==> config.mk <==
export PLATFORM = sky130hd
export DESIGN_NAME = ibex_irq_ctrl
export DESIGN_NICKNAME = d
export VERILOG_FILES = /design/src/rtl/ibex_irq_ctrl.sv
export SDC_FILE = /design/constraint.sdc
export NUM_CORES = 1
export LEC_CHECK = 0
export ABC_AREA = 1
export BUFFER_PORTS_ARGS = -buffer_cell sky130_fd_sc_hd__clkbuf_2
export CORE_MARGIN = 2
export CORE_UTILIZATION = 42
export DETAILED_ROUTE_END_ITERATION = 10
export PLACE_DENSITY_LB_ADDON = 0.25
export RECOVER_POWER = 25
export SLEW_MARGIN = 20
export SYNTH_ARGS = -nofsm -noshare
export SYNTH_HDL_FRONTEND = slang
export SYNTH_SLANG_ARGS = --single-unit
==> constraint.sdc <==
create_clock -name clk_i -period 2 [get_ports clk_i]
set_input_delay 0 -clock clk_i [delete_from_list [all_inputs] [get_ports clk_i]]
set_output_delay 0 -clock clk_i [all_outputs]
set_load 0.01 [all_outputs]
==> src/rtl/ibex_irq_ctrl.sv <==
// Interrupt front-end: registers, masks and arbitrates irqs and NMI for the core controller.
// Define IBEX_IRQ_VECTORED_EN to add vec_mode_i / irq_vec_o (vectored handler offset).
module ibex_irq_ctrl #(
  parameter int unsigned NUM_FAST = 15,
  parameter logic [4:0]  NMI_CODE = 5'd31
) (
  input  logic                clk_i,
  input  logic                rst_ni,
  input  logic                irq_software_i,
  input  logic                irq_timer_i,
  input  logic                irq_external_i,
  input  logic [NUM_FAST-1:0] irq_fast_i,
  input  logic                irq_nm_i,
  input  logic [NUM_FAST+2:0] mie_i,
  input  logic                mstatus_mie_i,
  input  logic                debug_mode_i,
  input  logic                ctrl_ready_i,
  input  logic                irq_ack_i,
  input  logic                nmi_done_i,
`ifdef IBEX_IRQ_VECTORED_EN
  input  logic                vec_mode_i,
  output logic [7:0]          irq_vec_o,
`endif
  output logic                irq_req_o,
  output logic [5:0]          irq_cause_o,
  output logic                irq_nmi_o,
  output logic [NUM_FAST+2:0] mip_o,
  output logic                wake_o
);

  typedef enum logic {
    IDLE,
    REQ
  } state_e;

  state_e state_q, state_d;

  logic [NUM_FAST+2:0] mip_q, mip_d;
  logic                prev_nm_q;
  logic                nmi_pend_q, nmi_pend_d;
  logic                nmi_act_q, nmi_act_d;
  logic [5:0]          cause_q, cause_d;
  logic                nmi_q, nmi_d;

  logic [NUM_FAST+2:0] en_irqs;
  logic                nm_edge;
  logic                sel_valid;
  logic [4:0]          sel_code;
  logic                cand;
  logic [4:0]          cand_code;
  logic                take;
  logic                nmi_ack;

  assign mip_d   = {irq_fast_i, irq_external_i,
                    irq_timer_i, irq_software_i};
  assign en_irqs = mip_q & mie_i;
  assign nm_edge = irq_nm_i & ~prev_nm_q;

  // Lowest priority first; later hits overwrite earlier ones.
  always_comb begin
    sel_valid = 1'b0;
    sel_code  = 5'd0;
    if (en_irqs[1]) begin
      sel_valid = 1'b1;
      sel_code  = 5'd7;
    end
    if (en_irqs[0]) begin
      sel_valid = 1'b1;
      sel_code  = 5'd3;
    end
    if (en_irqs[2]) begin
      sel_valid = 1'b1;
      sel_code  = 5'd11;
    end
    for (int k = int'(NUM_FAST) - 1; k >= 0; k--) begin
      if (en_irqs[3+k]) begin
        sel_valid = 1'b1;
        sel_code  = 5'(16 + k);
      end
    end
  end

  assign cand      = ~nmi_act_q &
                     (nmi_pend_q | (mstatus_mie_i & sel_valid));
  assign cand_code = nmi_pend_q ? NMI_CODE : sel_code;
  assign take      = (state_q == IDLE) & cand &
                     ctrl_ready_i & ~debug_mode_i;
  assign nmi_ack   = (state_q == REQ) & irq_ack_i & nmi_q;

  always_comb begin
    state_d = state_q;
    unique case (state_q)
      IDLE: if (take) state_d = REQ;
      REQ:  if (irq_ack_i) state_d = IDLE;
      default: state_d = IDLE;
    endcase
  end

  // A fresh edge in the ack cycle keeps the NMI pending.
  assign nmi_pend_d = nm_edge | (nmi_pend_q & ~nmi_ack);
  assign nmi_act_d  = nmi_ack | (nmi_act_q & ~nmi_done_i);
  assign cause_d    = take ? {1'b1, cand_code} : cause_q;
  assign nmi_d      = take ? nmi_pend_q : nmi_q;

  always_ff @(posedge clk_i or negedge rst_ni) begin
    if (!rst_ni) begin
      state_q    <= IDLE;
      mip_q      <= '0;
      prev_nm_q  <= 1'b0;
      nmi_pend_q <= 1'b0;
      nmi_act_q  <= 1'b0;
      cause_q    <= 6'd0;
      nmi_q      <= 1'b0;
    end else begin
      state_q    <= state_d;
      mip_q      <= mip_d;
      prev_nm_q  <= irq_nm_i;
      nmi_pend_q <= nmi_pend_d;
      nmi_act_q  <= nmi_act_d;
      cause_q    <= cause_d;
      nmi_q      <= nmi_d;
    end
  end

`ifdef IBEX_IRQ_VECTORED_EN
  logic [7:0] vec_q, vec_d;

  always_comb begin
    vec_d = vec_q;
    if (take) begin
      if (nmi_pend_q)      vec_d = 8'h7C;
      else if (vec_mode_i) vec_d = {1'b0, cand_code, 2'b00};
      else                 vec_d = 8'h00;
    end
  end

  always_ff @(posedge clk_i or negedge rst_ni) begin
    if (!rst_ni) vec_q <= 8'h00;
    else         vec_q <= vec_d;
  end

  assign irq_vec_o = vec_q;
`endif

  assign irq_req_o   = (state_q == REQ);
  assign irq_cause_o = cause_q;
  assign irq_nmi_o   = nmi_q & (state_q == REQ);
  assign mip_o       = mip_q;
  assign wake_o      = (|en_irqs) | nmi_pend_q;

endmodule

Yosys cells after proc, flatten, opt, wreduce, memory -nomap -nowiden
Index checks and enable logic that the tools add are counted.
Cells by class
  reduce and logical (&&, ||, !) cells: 1
  mux-type cells: 40
  bitwise operators: 22
Operators with widths (number)
  5-bit two-way mux: 16
  1-bit two-way mux: 20
  18-bit AND: 1
  18-bit OR reduction: 1
  1-bit AND: 11
  3-bit two-way mux: 2
  1-bit inverter: 6
  4-bit two-way mux: 1
  1-bit bitwise OR: 4
  1-bit case mux with 2 select lines: 1
Storage, ports and cells
  logic and storage cells: 70
  bits of input ports: 44
  register bits: 29

Logic depth before layout (Yosys ltp)
  depth in word-level cells: 27
  mapped depth: 18
  depth with buffers taken out: 18

Worst setup path after synthesis
Ideal clock, no wire load.
  path type: register to register
  start: register mip_q[7] (netlist: mip_o[7])
  end: register cause_q[5] (netlist: irq_cause_o[5])
  data required time: 1876 ps
  data arrival time: 1448 ps
  stages on the path, launching flop included: 9
  library setup time: 124 ps
  period minus slack after synthesis: 1572 ps
  slack: 428 ps
  cell sequence: dfrtp_1 > nand2_2 > nand2_2 > nor4_4 > and3_4 > nand2_4 > nand3_4 > nand2_4 > or2_1
Between the ends
  cells in the longest elaborated chain, start to end: 12
Ends and longest elaborated chain
  from (decl): RTL line 38  | logic [NUM_FAST+2:0] mip_q, mip_d;
  from (signal assigned): RTL line 116  | mip_q <= mip_d;
  18-bit AND: RTL line 56  | assign en_irqs = mip_q & mie_i;
  1-bit two-way mux (5 in a row): RTL line 76  | if (en_irqs[3+k]) begin
  1-bit AND: RTL line 84  | (nmi_pend_q | (mstatus_mie_i & sel_valid));
  1-bit bitwise OR: RTL line 84
  1-bit AND: RTL line 83  | assign cand = ~nmi_act_q &
  1-bit AND (2 in a row): RTL line 86  | assign take = (state_q == IDLE) & cand &
  1-bit AND: RTL line 87  | ctrl_ready_i & ~debug_mode_i;
  to (signal assigned): RTL line 120  | cause_q <= cause_d;
  to (decl): RTL line 42  | logic [5:0] cause_q, cause_d;
No other way between the ends.
A chain may end at the register's enable or synchronous reset.

Final worst setup path
  start: register mip_q[7] (netlist: mip_o[7])
  end: output wake_o
Between the ends
  cells in the longest elaborated chain, start to end: 3
Ends and longest elaborated chain
  18-bit AND: RTL line 56
  18-bit OR reduction: RTL line 149  | assign wake_o = (|en_irqs) | nmi_pend_q;
  1-bit bitwise OR: RTL line 149
  to (decl): RTL line 28  | output logic wake_o
No other way between the ends.

==> metrics <==
status finished, violations left; failing checks capacitance limit, slew limit; largest family of logic cells by synthesized area simple AND/OR/NAND/NOR gates; Via density 4.59; DR vias 1174; f_max 549 MHz; initial drt markers 20; post-CTS setup buffer count 0; sequential area share after synthesis 0.609; Crit. End Element primary output; final RePlAce weighted congestion 0.740; worst clock skew 0.00578 ns; Seq pwr share 0.512; post-synth cell types 19; GR Util All Layers 0.190; share of layout cells above drive strength 1 0.387; Power, Total 1390 uW; most frequent CP cell nand2_2; M1 WL 1.15 mm; largest stage delay on the critical path 0.40 ns; PD cells 740 nW/um^2; metal2 WL 1.44 mm; final setup TNS 0 ns; flops & latches, synth 29; CP cell instances nand2_2 > nand2_2 > nor4_4 > and3_4 > nand2_4 > or2_1 > clkbuf_2; Remaining DRCs 0; clk_lat worst skew 0.32 ns; Ports 71; Buf/Inv on CP 1; Diodes inserted 0; multiplexer share of the synthesized area 0; Comb power frac 0.255; TritonCTS Buffers 5; Final WS setup 0.178 ns; final hold viol count 0; total iterations of the first detailed-routing run 6; Synth Area in XOR/XNOR 0; RSZ-0062 raised after global routing false; num rows 19; Clock Path Buffers 2; Mapped Area 1190 sq um; slew margin rel. -0.00581; Final HPWL DP 2.07 mm; simple-gate share of the synthesized area 0.310; metal3 WL 210 um; H-tree depth 2; Max VDD drop 0.645 mV; GR Overflow Total 0; Worst Setup Start Kind flop; crit path max fanout 3; highest routing layer actually used met4; most common cell after layout, fill and taps aside clkbuf_2; Starting Density 0.436; DIE HEIGHT 57.3 um; TritonCTS Sinks 29; actual slew at the worst max-slew pin 1.51 ns; core box area 2730 sq um; initial antenna violation count 0; first-pass GRT wire length 4.64 mm; Data arrival, critical path 1.82 ns; worst min path class in -> reg; WL per Instance 11.1 um; most frequent cells in the layout clkbuf_2 (69), nand2_1 (42), dfrtp_1 (29), dlygate4sd3_1 (25), inv_1 (8); Syn Nets 166; Fillers 227; Clock transition at path regs 0.08 ns; slowest cell on the critical path dfrtp_1; synthesis warning total 0; # Max-Cap Violations 1; ANT nets after route 0; final critical-path required period 1.82 ns; Post-layout nets 268; Switching Fraction 0.303; P_int 969 uW; final cycle utilization of the critical path 0.911; synthesized area per cell 9.76 sq um; WS Path Type reg -> out; Critical Path RT 2.00 ns; area occupied by registers 726 sq um; multi-input logic area 432 sq um; Clock power frac 0.233; chip width 57.3 um; Synth Area in Compound Gates 0.0525; critical path's top delay family simple AND/OR/NAND/NOR gates; IO buf count 70; dpl ws 0.373 ns; Slew Limit Fails 30; final count of negative-setup-slack endpoints 0; die area 3280 sq um; Pleak 0.00101 uW; TritonCTS clock tree built; switching pwr 421 uW; Synth-to-Final Area Change 57.7%; total wire length 2.83 mm; root buffer cell clkbuf_4; pin count of the biggest net entering global routing 30; Mapped Cells 122; Post-Synth Adder-Cell Area 0; vias in the first global route 1154
[per-layer routing]
metal / vias to the layer above / GRT usage
li1: 594 / -
met1: 526 / 0.210
met2: 50 / 0.330
met3: 4 / 0.0748
met4: 0 / 0.0664
met5: - / 0
[flip-flops by register name, indices dropped and copies added (netlist names)]
| register | cells |
|---|---|
| irq_cause_o | 6 |
| irq_req_o | 1 |
| mip_o | 18 |
| nmi_act_q | 1 |
| nmi_pend_q | 1 |
| nmi_q | 1 |
| prev_nm_q | 1 |
[final cells by class]
| class | count | share of cell area |
|---|---|---|
| flip-flops and latches | 29 | 0.386 |
| repair buffers | 95 | 0.319 |
| multi-input cells | 84 | 0.230 |
| clock buffers | 8 | 0.0260 |
| well taps | 31 | 0.0207 |
| inverters | 9 | 0.0180 |
[synth_stat cells (all sizes together)]
cell type  number  area, sq um
a21oi           7         35.0
and3            1         11.3
dfrtp          29          726
inv             9         33.8
nand2          49          211
nand3           7         47.6
nand3b          1         7.51
nand4           2         12.5
nor2            8         32.5
nor4            2         33.8
o211ai          1         7.51
o21ai           4         20.0
or2             2         12.5
[repair_timing]
item / CTS / global route
hold buffers: 25 / 0
endpoints found under the hold margin: 53 / 0
gates resized for setup: 0 / 0
[through the flow]
| stage | hold slack (ns) | instances | util | cell area [sq um] |
|---|---|---|---|---|
| after floorplan | -0.296 | 122 | - | 1190 |
| after global placement | 0.0653 | 223 | 0.578 | 1580 |
| after detailed placement | 0.0785 | 223 | 0.578 | 1580 |
| after CTS | 0.00223 | 256 | 0.687 | 1880 |
| after global routing | 0.0222 | 256 | 0.687 | 1880 |
| final | 0.0174 | 256 | 0.687 | 1880 |
[power groups by stage]
| stage | registers [uW] | clock network (uW) | logic (uW) |
|---|---|---|---|
| 4_1_cts | 712 | 340 | 354 |
| 3_5_place_dp | 724 | 0 | 306 |
| 6_report | 711 | 324 | 354 |
| 2_1_floorplan | 740 | 0 | 144 |
| 5_1_grt | 721 | 370 | 395 |
| 3_3_place_gp | 721 | 0 | 298 |
[worst paths after layout]
check | from | end | slack [ns] | depth (start not counted)
max | mip_o[7]$_DFF_PN0_ | wake_o | 0.18 | 7
min | mie_i[4] | irq_cause_o[0]$_DFFE_PN0P_ | 0.02 | 5
max reg2reg | mip_o[7]$_DFF_PN0_ | irq_cause_o[5]$_DFFE_PN0P_ | 0.36 | 8
min reg2reg | prev_nm_q$_DFF_PN0_ | nmi_pend_q$_DFF_PN0_ | 0.43 | 1
max in group asynchronous | rst_ni | prev_nm_q$_DFF_PN0_ | 0.54 | 2
min in group asynchronous | rst_ni | mip_o[3]$_DFF_PN0_ | 0.58 | 2
[cells by family after synthesis]
family | count (synthesis)
buffers and inverters | 9
DFF | 29
and+or+nand+nor | 72
AOI/OAI and AO/OA | 12
[worst min-delay path: stages]
cell      delay, ns
clkbuf_2       0.08
nand2_1        0.07
nand2_1        0.05
nand2_1        0.05
a21oi_1        0.05
Note: power is estimated with default switching activity, not from simulation.
